===== src/rtl/ps_pkg.sv =====
// Shared sequencer definitions: sticky bit indices, ureg addresses and default widths.
package ps_pkg;

    localparam int STK_EMPTY = 0;
    localparam int STK_FULL  = 1;
    localparam int STK_OVF   = 2;
    localparam int STK_UNF   = 3;

    localparam logic [4:0] UREG_PCSTK  = 5'b00100;
    localparam logic [4:0] UREG_PCSTKP = 5'b00101;
    localparam logic [4:0] UREG_STKY   = 5'b11110;

    localparam int PS_AW = 16;

endpackage


===== src/rtl/ps_stk_mem.sv =====
// DEPTH x AW register array: one synchronous write port, one asynchronous read port, no reset.
module ps_stk_mem #(
    parameter int AW    = 16,
    parameter int DEPTH = 4,
    localparam int IW   = (DEPTH > 1) ? $clog2(DEPTH) : 1
) (
    input  logic          clk,
    input  logic          wen,
    input  logic [IW-1:0] waddr,
    input  logic [AW-1:0] wdata,
    input  logic [IW-1:0] raddr,
    output logic [AW-1:0] rdata
);

    logic [AW-1:0] mem [DEPTH];

    always_ff @(posedge clk) begin
        if (wen) begin
            mem[waddr] <= wdata;
        end
    end

    assign rdata = mem[raddr];

endmodule


===== src/rtl/ps_pcstk_ctrl.sv =====
// Program-sequencer PC stack: pointer, push/pop/ureg-write priority, sticky status.
// Define PS_PCSTK_EVT_EN to build the one-cycle stk_evt overflow/underflow pulse.
module ps_pcstk_ctrl
    import ps_pkg::*;
#(
    parameter int AW    = PS_AW,
    parameter int DEPTH = 4,
    localparam int PW   = $clog2(DEPTH + 1)
) (
    input  logic          clk,
    input  logic          rst,
    input  logic          push,
    input  logic          pop,
    input  logic [AW-1:0] push_dt,
    input  logic          wr_top,
    input  logic [AW-1:0] wr_dt,
    input  logic          clr_stky,
    output logic [AW-1:0] top_dt,
    output logic [PW-1:0] ptr,
    output logic [3:0]    stky,
    output logic          stk_evt
);

    localparam int IW = (DEPTH > 1) ? $clog2(DEPTH) : 1;

    // Strobes are single-cycle requests with no handshake: each one is
    // consumed on the clock edge it is present for, by priority below.
    logic [PW-1:0] ptr_nxt;
    logic          ovf, unf;
    logic          ovf_evt, unf_evt;
    logic          empty, full;
    logic          wen;
    logic [IW-1:0] waddr, top_idx;
    logic [AW-1:0] wdata, rdata;

    assign empty   = (ptr == '0);
    assign full    = (ptr == PW'(DEPTH));
    assign top_idx = IW'(ptr - PW'(1));

    always_comb begin
        ptr_nxt = ptr;
        wen     = 1'b0;
        waddr   = top_idx;
        wdata   = push_dt;
        ovf_evt = 1'b0;
        unf_evt = 1'b0;
        if (push && pop) begin
            wen = !empty;
        end else if (push) begin
            if (!full) begin
                wen     = 1'b1;
                waddr   = IW'(ptr);
                ptr_nxt = ptr + PW'(1);
            end else begin
                ovf_evt = 1'b1;
            end
        end else if (pop) begin
            if (!empty) begin
                ptr_nxt = ptr - PW'(1);
            end else begin
                unf_evt = 1'b1;
            end
        end else if (wr_top && !empty) begin
            wen   = 1'b1;
            wdata = wr_dt;
        end
    end

    always_ff @(posedge clk or negedge rst) begin
        if (!rst) begin
            ptr <= '0;
            ovf <= 1'b0;
            unf <= 1'b0;
        end else begin
            ptr <= ptr_nxt;
            // A new event outranks a simultaneous clear.
            ovf <= ovf_evt | (ovf & ~clr_stky);
            unf <= unf_evt | (unf & ~clr_stky);
        end
    end

`ifdef PS_PCSTK_EVT_EN
    logic evt_q;

    always_ff @(posedge clk or negedge rst) begin
        if (!rst) begin
            evt_q <= 1'b0;
        end else begin
            evt_q <= ovf_evt | unf_evt;
        end
    end

    assign stk_evt = evt_q;
`else
    assign stk_evt = 1'b0;
`endif

    ps_stk_mem #(
        .AW   (AW),
        .DEPTH(DEPTH)
    ) u_mem (
        .clk  (clk),
        .wen  (wen),
        .waddr(waddr),
        .wdata(wdata),
        .raddr(top_idx),
        .rdata(rdata)
    );

    assign top_dt = empty ? '0 : rdata;

    always_comb begin
        stky            = '0;
        stky[STK_EMPTY] = empty;
        stky[STK_FULL]  = full;
        stky[STK_OVF]   = ovf;
        stky[STK_UNF]   = unf;
    end

endmodule


===== config.mk =====
export PLATFORM = sky130hd
export DESIGN_NAME = ps_pcstk_ctrl
export DESIGN_NICKNAME = d
export VERILOG_FILES = /design/src/rtl/ps_pkg.sv /design/src/rtl/ps_stk_mem.sv /design/src/rtl/ps_pcstk_ctrl.sv
export SDC_FILE = /design/constraint.sdc
export NUM_CORES = 1
export LEC_CHECK = 0
export ABC_CLOCK_PERIOD_IN_PS = 3600
export CELL_PAD_IN_SITES_DETAIL_PLACEMENT = 1
export CELL_PAD_IN_SITES_GLOBAL_PLACEMENT = 1
export CORE_ASPECT_RATIO = 0.9
export CORE_MARGIN = 2
export CORE_UTILIZATION = 40
export CTS_CLUSTER_DIAMETER = 50
export CTS_CLUSTER_SIZE = 20
export DETAILED_ROUTE_END_ITERATION = 16
export PLACE_DENSITY = 0.76
export SLEW_MARGIN = 40
export SYNTH_ARGS = -nofsm -noshare
export SYNTH_HDL_FRONTEND = slang
export SYNTH_SLANG_ARGS = --single-unit
export TNS_END_PERCENT = 5

===== constraint.sdc =====
create_clock -name clk -period 3.6 [get_ports clk]
set_input_delay 0.36 -clock clk [delete_from_list [all_inputs] [get_ports clk]]
set_output_delay 0.36 -clock clk [all_outputs]
set_load 0.1 [all_outputs]

==> results.sh <==
export IMPL_first_pass_iters=4
export IMPL_drc=0
export IMPL_ys_warnings_count=0
export IMPL_fmax_ghz=0.350
export IMPL_rows=30
export IMPL_rsz0062_at_grt="false"
export IMPL_synth_area_sq_um=3080
export IMPL_crit_family="adder cells"
export IMPL_cts_setup_buffers=0
export IMPL_die_area_sq_um=8430
export IMPL_start_util=0.411
export IMPL_die_x_um=96.6
export IMPL_slew_viol_final=0
export IMPL_wl_um=6590
export IMPL_yosysTopAreaCell="edfxtp_1"
export IMPL_cp_cell_sequence="inv_1 -> ha_1 -> buf_4 -> mux4_2 -> and2_1 -> buf_12"
export IMPL_hold_viol=0
export IMPL_cts_hold_buf=0
export IMPL_cts_buffers_inserted=9
export IMPL_drv_cap=0
export IMPL_fin_crit_ns=2.86
export IMPL_syn_inst=179
export IMPL_cts_resized=0
export IMPL_clk_pin_slew_ns=0.07
export IMPL_crit_type="reg2out"
export IMPL_grt_ovfl_total=0
export IMPL_synthAdderAreaFrac=0.0122
export IMPL_die_height_um=87.3
export IMPL_ys_ff_latch=69
export IMPL_syn_area_per_cell_sq_um=17.2
export IMPL_startpoint_type="register"
export IMPL_ant_nets=0
export IMPL_final_nets=281
export IMPL_hpwl_um=4570
export IMPL_clk_latency_ns=0.33
export IMPL_synth_mux_area_frac=0.182
export IMPL_fin_worst_skew_ns=0.0111
export IMPL_max_stage_delay_ns=0.63
export IMPL_slowest_stage="ha_1"
export IMPL_grt_total_usage=0.174
export IMPL_yosysSeqAreaShare=0.664
export IMPL_synth_compound_gate_area_share=0.0300
export IMPL_wire_per_inst_um=19.3
export IMPL_worst_setup_path_end_kind="output pin"
export IMPL_synthSimpleGateAreaFrac=0.0694
export IMPL_arrival_ns=2.50
export IMPL_synth_xor_area_share=0.00284
export IMPL_layout_commonest_cell="edfxtp_1"
export IMPL_finalSetupTns_ns=0
export IMPL_grt_max_degree=24
export IMPL_critical_path_required_ns=3.24
export IMPL_synth_nets=220
export IMPL_num_vias=1735
export IMPL_clock_sinks=69
export IMPL_maxSlewHeadroom=0.624
export IMPL_grt_pass1_wl_um=10300
export IMPL_ys_types=33
export IMPL_synthDominantCellAreaShare=0.623
export IMPL_cts_max_path_buffers=2
export IMPL_final_cell_mix="edfxtp_1 (64), clkdlybuf4s50_1 (37), and2_1 (17), buf_12 (17), mux4_2 (16)"
export IMPL_nFillCells=727
export IMPL_n_antenna_cell=0
export IMPL_place_congestion=0.761
export IMPL_port_buffers=60
export IMPL_layout_drive_gt1_share=0.314
export IMPL_syn2layout_area_growth_pct=33.0
export IMPL_core_area_sq_um=7510
export IMPL_holdCritPathClass="in2async"
export IMPL_cts_root_buf="clkbuf_8"
export IMPL_grt_antenna_before_repair=0
export IMPL_h_tree_depth=3
export IMPL_netlist_top_cells_area="edfxtp_1 (62%), mux4_2 (12%), mux2_2 (5.1%)"
export IMPL_grt_pass1_vias=1887
export IMPL_pin_count=62
export IMPL_period_share=0.794
export IMPL_setup_violations=0
export IMPL_viasPerCell=5.09
export IMPL_drt_iter0_drc=66
export IMPL_synth_top_family_by_area="multiplexers"
export IMPL_cp_max_fo=12
export IMPL_cts_tree="yes"
export IMPL_worst_slew_pin_slew_ns=0.563
export IMPL_status="complete, no violations"
export IMPL_path_buf_inv=3
metal layers:
| metal | wire length, um | GRT usage |
|---|---|---|
| met5 | 0 | 0 |
| met4 | 61 | 0.0538 |
| met3 | 327 | 0.0519 |
| met2 | 3350 | 0.292 |
| met1 | 2850 | 0.218 |
cell type report:
class | instances | area [sq um] | share of cell area
clock buffer | 11 | 131 | 0.0320
clock inverter | 5 | 51.3 | 0.0125
inverter | 7 | 28.8 | 0.00702
multi-input combinational | 89 | 947 | 0.231
sequential | 69 | 2050 | 0.499
tap | 96 | 120 | 0.0293
timing repair buffer | 64 | 776 | 0.189
sequential cells by signal, summed over array words and instances (netlist names):
register	count
u_mem.mem	64
ptr	3
unf	1
ovf	1
worst paths after layout:
check	from	endpoint	slack [ns]	depth (start not counted)
hold reg to reg	unf$_DFF_PN0_	unf$_DFF_PN0_	0.51	1
hold / removal	rst	ptr[1]$_DFFE_PN0P_	0.25	1
setup reg to reg	ptr[1]$_DFFE_PN0P_	u_mem.mem[0][1]$_DFFE_PP_	1.12	7
setup / recovery	ptr[1]$_DFFE_PN0P_	top_dt[10]	0.74	6
min in group clk	unf$_DFF_PN0_	unf$_DFF_PN0_	0.51	1
max in group asynchronous	rst	ovf$_DFF_PN0_	3.15	1
synthesized netlist by cell type, drive strengths merged:
library cell   n
edfxtp        64
and2          17
mux2          16
mux4          16
buf           12
inv            7
nor2           7
o21ai          6
dfrtp          5
nand2          4
ha             3
nand2b         3
clkbuf         2
mux2i          2
nor3           2
a21bo          1
a21oi          1
a22oi          1
a31oi          1
a32o           1
conb           1
nand3b         1
nand4          1
nor4b          1
o22ai          1
o2bb2ai        1
o311ai         1
xnor2          1
logic make-up after synthesis:
family	count (synthesis)
other cells	1
fa+ha+maj	3
simple gates	36
xor+xnor	1
mux	34
compound gates	14
flops	69
buf+inv	21
per-stage QoR:
stage / setup WS (ns) / hold WS, ns / cells / util / instance area (sq um)
floorplan: 0.00935 / 0.0644 / 179 / - / 3080
global placement: 0.643 / 0.492 / 325 / 0.522 / 3920
detailed placement: 0.509 / 0.489 / 325 / 0.521 / 3910
CTS: 0.690 / 0.244 / 341 / 0.546 / 4100
global route: 0.588 / 0.252 / 341 / 0.546 / 4100
finish: 0.743 / 0.253 / 341 / 0.546 / 4100
Power is left out: the tool's default activity adds up to more than one toggle a clock period on the data nets, which glitch-free logic cannot reach.
